<file path="config.mk">
export PLATFORM = sky130hd
export DESIGN_NAME = sprite_plotter
export DESIGN_NICKNAME = d
export VERILOG_FILES = /design/src/rtl/sprite_plotter.sv
export SDC_FILE = /design/constraint.sdc
export NUM_CORES = 1
export LEC_CHECK = 0
export ABC_AREA = 1
export BUFFER_PORTS_ARGS = -buffer_cell sky130_fd_sc_hd__buf_2
export CAP_MARGIN = 20
export CORE_ASPECT_RATIO = 1.25
export CORE_MARGIN = 4
export CORE_UTILIZATION = 56
export DETAILED_ROUTE_END_ITERATION = 10
export PLACE_DENSITY_LB_ADDON = 0.3
export SYNTH_ARGS = -nofsm -noshare
export SYNTH_HDL_FRONTEND = slang
export SYNTH_SLANG_ARGS = --single-unit
</file>
<file path="constraint.sdc">
create_clock -name clk -period 2.9 [get_ports clk]
set_input_delay 0.435 -clock clk [delete_from_list [all_inputs] [get_ports clk]]
set_output_delay 0.435 -clock clk [all_outputs]
set_load 0.05 [all_outputs]
</file>
<file path="src/rtl/sprite_plotter.sv">
// Streams packed sprite RAM entries to the VGA adapter as single pixels offset by a latched origin.
// Define TRANSPARENT_EN to suppress plotting of entries whose colour equals TRANSP_COLOUR.
module sprite_plotter #(
  parameter int          READ_LAT      = 2,
  parameter int          MAX_WORDS     = 1024,
  parameter int          SCREEN_W      = 160,
  parameter int          SCREEN_H      = 120,
  parameter logic [2:0]  TRANSP_COLOUR = 3'b000
) (
  input  logic        clk,
  input  logic        resetn,
  input  logic        start,
  input  logic [7:0]  base_x,
  input  logic [6:0]  base_y,
  input  logic [15:0] ram_q,
  output logic [9:0]  ram_addr,
  output logic [7:0]  vga_x,
  output logic [6:0]  vga_y,
  output logic [2:0]  vga_colour,
  output logic        plot,
  output logic        busy,
  output logic        done
);

`ifdef TRANSPARENT_EN
  localparam logic TRANSP_EN = 1'b1;
`else
  localparam logic TRANSP_EN = 1'b0;
`endif

  localparam logic [9:0] LAST_ADDR = 10'(MAX_WORDS - 1);
  localparam logic [8:0] LIMIT_X   = 9'(SCREEN_W);
  localparam logic [7:0] LIMIT_Y   = 8'(SCREEN_H);

  typedef enum logic [1:0] {IDLE, FETCH, DRAIN, FIN} state_t;

  state_t               state_q, state_d;
  logic [7:0]           base_x_q, base_x_d;
  logic [6:0]           base_y_q, base_y_d;
  logic [9:0]           addr_q, addr_d;
  logic [READ_LAT-1:0]  tok_q, tok_d;
  logic                 term_q, term_d;
  logic                 ret_valid_q, ret_valid_d;
  logic [15:0]          ret_word_q, ret_word_d;
  logic [7:0]           x_q, x_d;
  logic [6:0]           y_q, y_d;
  logic [2:0]           col_q, col_d;
  logic                 plot_q, plot_d;
  logic                 busy_q, busy_d;
  logic                 done_q, done_d;

  logic                 tok_out, accept, term_now, last_issue, push;
  logic [5:0]           x_off, y_off;
  logic [2:0]           ent_col;
  logic [8:0]           sum_x;
  logic [7:0]           sum_y;
  logic                 clipped, transparent;

  // A token leaving the delay line marks ram_q as the word for its address;
  // once the terminator has been consumed, later speculative words are dropped.
  assign tok_out    = tok_q[READ_LAT-1];
  assign accept     = tok_out && !term_q;
  assign term_now   = accept && !ram_q[0];
  assign last_issue = (addr_q == LAST_ADDR);
  assign push       = (state_q == FETCH) && !term_now;

  assign x_off       = ret_word_q[15:10];
  assign y_off       = ret_word_q[9:4];
  assign ent_col     = ret_word_q[3:1];
  assign sum_x       = {1'b0, base_x_q} + {3'b000, x_off};
  assign sum_y       = {1'b0, base_y_q} + {2'b00, y_off};
  assign clipped     = (sum_x >= LIMIT_X) || (sum_y >= LIMIT_Y);
  assign transparent = TRANSP_EN && (ent_col == TRANSP_COLOUR);

  always_comb begin
    state_d     = state_q;
    base_x_d    = base_x_q;
    base_y_d    = base_y_q;
    addr_d      = addr_q;
    term_d      = term_q | term_now;
    ret_valid_d = accept;
    ret_word_d  = accept ? ram_q : ret_word_q;
    x_d         = x_q;
    y_d         = y_q;
    col_d       = col_q;
    plot_d      = 1'b0;
    busy_d      = busy_q;
    done_d      = 1'b0;

    tok_d    = '0;
    tok_d[0] = push;
    for (int i = 1; i < READ_LAT; i++) begin
      tok_d[i] = tok_q[i-1];
    end
    if (term_now) begin
      tok_d = '0;
    end

    // Pixel coordinates only move when a pixel is actually written.
    if (ret_valid_q && !clipped && !transparent) begin
      plot_d = 1'b1;
      x_d    = sum_x[7:0];
      y_d    = sum_y[6:0];
      col_d  = ent_col;
    end

    case (state_q)
      IDLE: begin
        if (start) begin
          base_x_d = base_x;
          base_y_d = base_y;
          addr_d   = '0;
          busy_d   = 1'b1;
          term_d   = 1'b0;
          state_d  = FETCH;
        end
      end
      FETCH: begin
        if (push && !last_issue) begin
          addr_d = addr_q + 10'd1;
        end
        if (term_now || last_issue) begin
          state_d = DRAIN;
        end
      end
      DRAIN: begin
        if ((tok_q == '0) && !ret_valid_q) begin
          done_d  = 1'b1;
          state_d = FIN;
        end
      end
      FIN: begin
        busy_d  = 1'b0;
        state_d = IDLE;
      end
      default: state_d = IDLE;
    endcase
  end

  always_ff @(posedge clk or negedge resetn) begin
    if (!resetn) begin
      state_q     <= IDLE;
      base_x_q    <= '0;
      base_y_q    <= '0;
      addr_q      <= '0;
      tok_q       <= '0;
      term_q      <= 1'b0;
      ret_valid_q <= 1'b0;
      ret_word_q  <= '0;
      x_q         <= '0;
      y_q         <= '0;
      col_q       <= '0;
      plot_q      <= 1'b0;
      busy_q      <= 1'b0;
      done_q      <= 1'b0;
    end else begin
      state_q     <= state_d;
      base_x_q    <= base_x_d;
      base_y_q    <= base_y_d;
      addr_q      <= addr_d;
      tok_q       <= tok_d;
      term_q      <= term_d;
      ret_valid_q <= ret_valid_d;
      ret_word_q  <= ret_word_d;
      x_q         <= x_d;
      y_q         <= y_d;
      col_q       <= col_d;
      plot_q      <= plot_d;
      busy_q      <= busy_d;
      done_q      <= done_d;
    end
  end

  assign ram_addr   = addr_q;
  assign vga_x      = x_q;
  assign vga_y      = y_q;
  assign vga_colour = col_q;
  assign plot       = plot_q;
  assign busy       = busy_q;
  assign done       = done_q;

endmodule

</file>
==> flow_metrics.env, run 1 <==
export IMPL_status="finished clean"
export IMPL_first_pass_iters=4
export IMPL_grt_pass1_wl_um=13310
export IMPL_postLayoutCellArea_sq_mm=0.004233
export IMPL_gp_congestion=0.8952
export IMPL_layout_common_cells="nand2_1 (207), dfrtp_1 (67), buf_2 (64), inv_1 (39), nand4_1 (26)"
export IMPL_layout_commonest_cell="nand2_1"
export IMPL_num_io_pins=65
export IMPL_crit_top_cell="nand2_1"
export IMPL_cts_tree="yes"
export IMPL_clock_sinks=67
export IMPL_synth_simple_area_share=0.3457
export IMPL_routed_wl_um=7815
export IMPL_finalCritPeriodShare=0.8265
export IMPL_ctsHtreeMaxLevel=3
export IMPL_synth_adder_area_share=0.07004
export IMPL_grt_use_total=0.2133
export IMPL_utilization=0.6821
export IMPL_cts_root_buffer="clkbuf_8"
export IMPL_cts_buffers=9
export IMPL_grt_use_met2=0.3627
export IMPL_viasPerCell=5.081
export IMPL_post_place_ws_ns=0.5188
export IMPL_grt_max_degree=38
export IMPL_gr_total_overflow=0
export IMPL_num_vias=3120
export IMPL_clk_latency_ns=0.35
export IMPL_crit_required_ns=3.14
export IMPL_vdd_drop_max_mv=0.8048
export IMPL_synth_top_family_by_area="simple AND/OR/NAND/NOR gates"
export IMPL_ys_ff_latch=67
export IMPL_worstMarginPinSlew_ns=0.7041
export IMPL_p_leak_nw=2.432
export IMPL_grt_use_met1=0.2643
export IMPL_yosys_warnings=0
export IMPL_finalSetupViolations=0
export IMPL_worst_path_buf_inv=0
export IMPL_syn_area_sq_mm=0.003608
export IMPL_antenna_found_initial=0
export IMPL_cp_start_kind="flip-flop"
export IMPL_setup_tns_ns=0
export IMPL_syn_mean_instance_area_sq_um=7.896
export IMPL_power_total_w=0.005241
export IMPL_worstSetupPathType="flip-flop to flip-flop"
export IMPL_drive_above_1_share=0.1871
export IMPL_die_h_um=97.75
export IMPL_synthCells=457
export IMPL_grt_setup_unrepaired="false"
export IMPL_clkTransAtPathRegs_ns=0.07
export IMPL_hp_class="primary input to async pin"
export IMPL_synthMuxAreaShare=0
export IMPL_worst_slack_ns=0.5033
export IMPL_fin_nets=577
export IMPL_grt_pass1_vias=3056
export IMPL_wl_per_cell_um=12.73
export IMPL_antennaDiodeCount=0
export IMPL_cts_buffer_depth=2
export IMPL_ant_nets=0
export IMPL_worstPathArrival_ns=2.63
export IMPL_max_stage_delay_ns=0.44
export IMPL_cp_max_fo=19
export IMPL_die_area_sq_mm=0.007800
export IMPL_die_x_um=79.80
export IMPL_synth_xor_area_share=0.02670
export IMPL_coreArea_sq_mm=0.006206
export IMPL_fmax_ghz=0.4172
export IMPL_cts_repair_resized=0
export IMPL_synth_distinct_cells=31
export IMPL_initial_core_util=0.5815
export IMPL_maxCapViolations=0
export IMPL_slowest_stage="fa_1"
export IMPL_post_cts_buffers=0
export IMPL_dpl_cell_area_sq_mm=0.004005
export IMPL_grtUsageMet3=0.04336
export IMPL_min_period_ns=2.397
export IMPL_top_usage_layer="met2"
export IMPL_ys_seq_area_frac=0.4646
export IMPL_cts_hold_fix_buffers=0
export IMPL_synthesis_nets=510
export IMPL_end_kind="flip-flop"
export IMPL_crit_family="simple AND/OR/NAND/NOR gates"
export IMPL_maxSlewViolCount=0
export IMPL_maxSlewHeadroom=0.5306
export IMPL_num_fill_cells=524
export IMPL_clock_skew_ns=0.01192
export IMPL_p_per_area_mw_per_mm2=1238
export IMPL_hold_violations=0
export IMPL_synth_compound_area_frac=0.03225
export IMPL_crit_path_cell_trace="ha_1, fa_1, nand2_1, nand3_1, nand2_1, nand3_1, nor2_4, nand3_4, nand2_1, nand2_1"
export IMPL_row_count=32
export IMPL_dp_hpwl_um=5817
export IMPL_drt_iter0_drc=117
export IMPL_portBuffers=64
export IMPL_drc=0
export IMPL_area_delta_synth_final_pct=17.30
final cells by class:
class | instances | area (sq um) | share of cell area
clock buffer | 12 | 155.1 | 0.03665
clock inverter | 4 | 72.57 | 0.01714
inverter | 43 | 161.4 | 0.03813
multi-input combinational | 337 | 1713 | 0.4047
sequential | 67 | 1677 | 0.3961
tap | 85 | 106.4 | 0.02513
timing repair buffer | 66 | 347.8 | 0.08218
cell families after synthesis:
family,count (synthesis)
AND/OR/NAND/NOR,287
flip-flops,67
buffers and inverters,53
adder cells (fa/ha/maj),19
XOR/XNOR,11
AO/OA/AOI/OAI,20
worst reg2reg max path, delay by kind of cell, from the launching register on:
family	cells	cell delay [ns]
simple gates	8	1.22
fa+ha+maj	2	0.68
flops	1	0.39
report_power, final:
part           internal, W  switching (W)
registers          0.00132       0.000241
clock network     0.000530       0.000351
logic             0.000848        0.00196
per-layer routing:
layer	routed length [um]	part of all wire	up-vias
li1	-	-	1583
met1	3478	0.45	1443
met2	3829	0.49	80
met3	351	0.045	14
met4	155	0.020	0
met5	0	0	-
metrics by stage:
stage,std cells,hold slack [ns]
2_1_floorplan,457,0.1394
3_3_place_gp,598,0.4432
3_5_place_dp,598,0.4538
4_1_cts,614,0.1478
5_1_grt,614,0.1740
6_report,614,0.1351
synth_stat cells:
cell type / instances / share of area
buf_4: 3 / 0.0062
a21oi_1: 7 / 0.0097
o21ai_2: 1 / 0.0024
o21ai_1: 1 / 0.0014
xor2_1: 9 / 0.022
inv_2: 4 / 0.0042
a21boi_0: 1 / 0.0021
fa_1: 2 / 0.011
buf_2: 1 / 0.0014
a21oi_2: 2 / 0.0049
nand2_1: 207 / 0.22
o21bai_1: 1 / 0.0021
buf_6: 1 / 0.0031
or3_1: 1 / 0.0017
or2_2: 1 / 0.0017
nand4_1: 26 / 0.045
nand3_2: 2 / 0.0055
nand2_2: 2 / 0.0035
or2_1: 2 / 0.0035
clkbuf_1: 5 / 0.0052
nand3_4: 1 / 0.0049
nand3_1: 19 / 0.026
ha_1: 17 / 0.059
inv_1: 39 / 0.041
nor2_1: 19 / 0.020
xnor2_1: 2 / 0.0049
o21ai_0: 7 / 0.0097
dfrtp_1: 67 / 0.46
nor2_4: 3 / 0.0094
nor3_1: 2 / 0.0028
nand2_4: 2 / 0.0062
worst paths after layout:
kind                        startpoint       endpoint  slack [ns]  cells past startpoint
setup / recovery           base_x_q[0]       vga_x[7]        0.50                     10
hold / removal                  resetn  ret_word_q[4]        0.14                      1
setup reg to reg           base_x_q[0]       vga_x[7]        0.50                     10
hold reg to reg               tok_q[0]       tok_q[1]        0.46                      2
max in group asynchronous       resetn    base_y_q[6]        2.14                      2
min in group clk             base_x[4]    base_x_q[4]        0.28                      3
state kept, by name (all words and copies together) (netlist names):
name	cells
ram_addr	10
done	1
base_y_q	7
tok_q	2
term_q	1
state_q	2
plot	1
ret_valid_q	1
vga_x	8
ret_word_q	15
busy	1
vga_colour	3
base_x_q	8
vga_y	7
No activity file was read; power rests on OpenSTA's default activity.
==> run 2: changes to the inputs <==
==> constraint.sdc (replaced) <==
create_clock -name clk -period 2.4 [get_ports clk]
set_input_delay 0.36 -clock clk [delete_from_list [all_inputs] [get_ports clk]]
set_output_delay 0.36 -clock clk [all_outputs]
set_load 0.05 [all_outputs]
==> run 2 against run 1 <==
Compared with the run above: clock skew down 0.0034 ns; setup slack worse by 0.34 ns; critical path depth unchanged; power up 25%; clock power up 11%; sequential share of layout area down 1.0 points; design area up 2.6%; worst hold slack better by 0.075 ns; critical path type unchanged.
==> flow_metrics.env, run 2 (synthesis gave the netlist of run 1 again) <==
export IMPL_end_kind="flip-flop"
export IMPL_vdd_drop_max_mv=0.7371
export IMPL_maxCapViolations=0
export IMPL_status="finished clean"
export IMPL_row_count=32
export IMPL_grt_use_total=0.2105
export IMPL_r2r_cells=10
export IMPL_viasPerCell=5.179
export IMPL_rr_startpoint="base_x_q[0]"
export IMPL_max_stage_delay_ns=0.44
export IMPL_clk_latency_ns=0.34
export IMPL_worstSetupStartpoint="base_x_q[0]"
export IMPL_hp_start="base_y[3]"
export IMPL_first_pass_iters=5
export IMPL_die_x_um=79.80
export IMPL_num_fill_cells=497
export IMPL_power_total_w=0.006527
export IMPL_die_h_um=97.75
export IMPL_drive_above_1_share=0.2074
export IMPL_drt_iter0_drc=127
export IMPL_num_vias=3237
export IMPL_clock_sinks=67
export IMPL_worstPathArrival_ns=2.50
export IMPL_portBuffers=64
export IMPL_cts_root_buffer="clkbuf_8"
export IMPL_worstMarginPinSlew_ns=0.6473
export IMPL_cts_buffer_depth=2
export IMPL_wl_per_cell_um=13.13
export IMPL_cp_max_fo=11
export IMPL_clkTransAtPathRegs_ns=0.07
export IMPL_grt_max_degree=33
export IMPL_maxSlewViolCount=0
export IMPL_grt_pass1_wl_um=13220
export IMPL_finalSetupViolations=0
export IMPL_layout_commonest_cell="nand2_1"
export IMPL_routed_wl_um=8204
export IMPL_antennaDiodeCount=0
export IMPL_coreArea_sq_mm=0.006206
export IMPL_fin_hold_ws_ns=0.2098
export IMPL_cts_buffers=9
export IMPL_worstSetupPathType="flip-flop to flip-flop"
export IMPL_gp_congestion=0.8437
export IMPL_finalCritPeriodShare=0.9301
export IMPL_ctsHtreeMaxLevel=3
export IMPL_drc=0
export IMPL_crit_path_cell_trace="ha_1, fa_1, nand2_1, nand3_1, nand2_1, nand3_1, nor2_4, buf_4, nand4_1, nand2_1"
export IMPL_cp_start_kind="flip-flop"
export IMPL_ant_nets=0
export IMPL_hold_violations=0
export IMPL_grt_pass1_vias=3039
export IMPL_fin_nets=588
export IMPL_gr_total_overflow=0
export IMPL_initial_core_util=0.5815
export IMPL_clock_skew_ns=0.008499
export IMPL_layout_common_cells="nand2_1 (207), dfrtp_1 (67), buf_2 (64), inv_1 (39), nand4_1 (26)"
export IMPL_crit_required_ns=2.67
export IMPL_num_io_pins=65
export IMPL_area_delta_synth_final_pct=20.39
export IMPL_multiInputGateArea_sq_mm=0.001784
export IMPL_min_path_cells=3
export IMPL_ff_latch_area_sq_mm=0.001677
export IMPL_p_per_area_mw_per_mm2=1502
export IMPL_largest_reg_flops=15
export IMPL_p_leak_nw=2.468
export IMPL_fmax_ghz=0.4480
export IMPL_regMostFlops="ret_word_q"
export IMPL_min_period_ns=2.232
export IMPL_cts_tree="yes"
export IMPL_hp_class="primary input to flip-flop"
export IMPL_antenna_found_initial=0
export IMPL_dp_hpwl_um=5928
export IMPL_maxSlewHeadroom=0.5680
export IMPL_slowest_stage="fa_1"
export IMPL_die_area_sq_mm=0.007800
export IMPL_crit_top_cell="nand2_1"
-- run 2: cell types whose count changed in the layout (fill, tap and decap cells not counted), sizes merged --
cell         change
nand3            +2
bufinv           -1
clkbuf           -1
nand2            +2
buf              +6
clkinvlp         +2
dlygate4sd3      +1
-- run 2: worst max-delay path, delay by kind of cell, from the launching register on --
kind	cells	cell delay (ns)
flops	1	0.39
simple gates	7	0.87
buf+inv	1	0.23
fa+ha+maj	2	0.68
-- run 2: area by class of cell --
class | count | area share
multi-input cells | 341 | 0.4107
clock inverters | 5 | 0.01411
flip-flops and latches | 67 | 0.3859
repair buffers | 73 | 0.09274
inverters | 43 | 0.03715
clock buffers | 11 | 0.03485
well taps | 85 | 0.02448
-- run 2: timing repair --
item	in CTS	in global routing
buffers inserted	0	2
gates resized for setup	0	5
endpoints found under the setup margin	0	19
endpoints found under the hold margin	14	0
hold buffers	1	0
-- run 2: per-layer routing --
layer	GRT usage	share of wire	vias to the layer above
met5	0	0	-
met4	0.08192	0.018	0
met3	0.03229	0.048	15
met2	0.3756	0.52	83
met1	0.2511	0.41	1520
li1	-	-	1619
-- run 2: final timing paths --
path	to	slack (ns)
worst max-delay path	vga_x[2]	0.17
worst max register to register	vga_x[2]	0.17
worst min register to register	vga_x[5]	0.47
min in group asynchronous	base_y_q[1]	0.46
worst min-delay path	base_y_q[3]	0.21
max in group asynchronous	ret_word_q[12]	1.33
-- run 2: stage by stage --
step                std cells    util  worst slack (ns)  setup TNS (ns)  instance area (sq um)
floorplan                 457       -            0.3234               0                   3608
global placement          602  0.6502            0.2088               0                   4035
detailed placement        602  0.6502            0.1054               0                   4035
CTS                       619  0.6861           0.08618               0                   4258
global route              625  0.7000          -0.01739        -0.01739                   4344
finish                    625  0.7000            0.1677               0                   4344
-- run 2: power by group --
group          total (W)  switching, W  internal (W)
Sequential       0.00188      0.000296       0.00159
Clock           0.000982      0.000444      0.000538
Combinational    0.00366       0.00254       0.00112
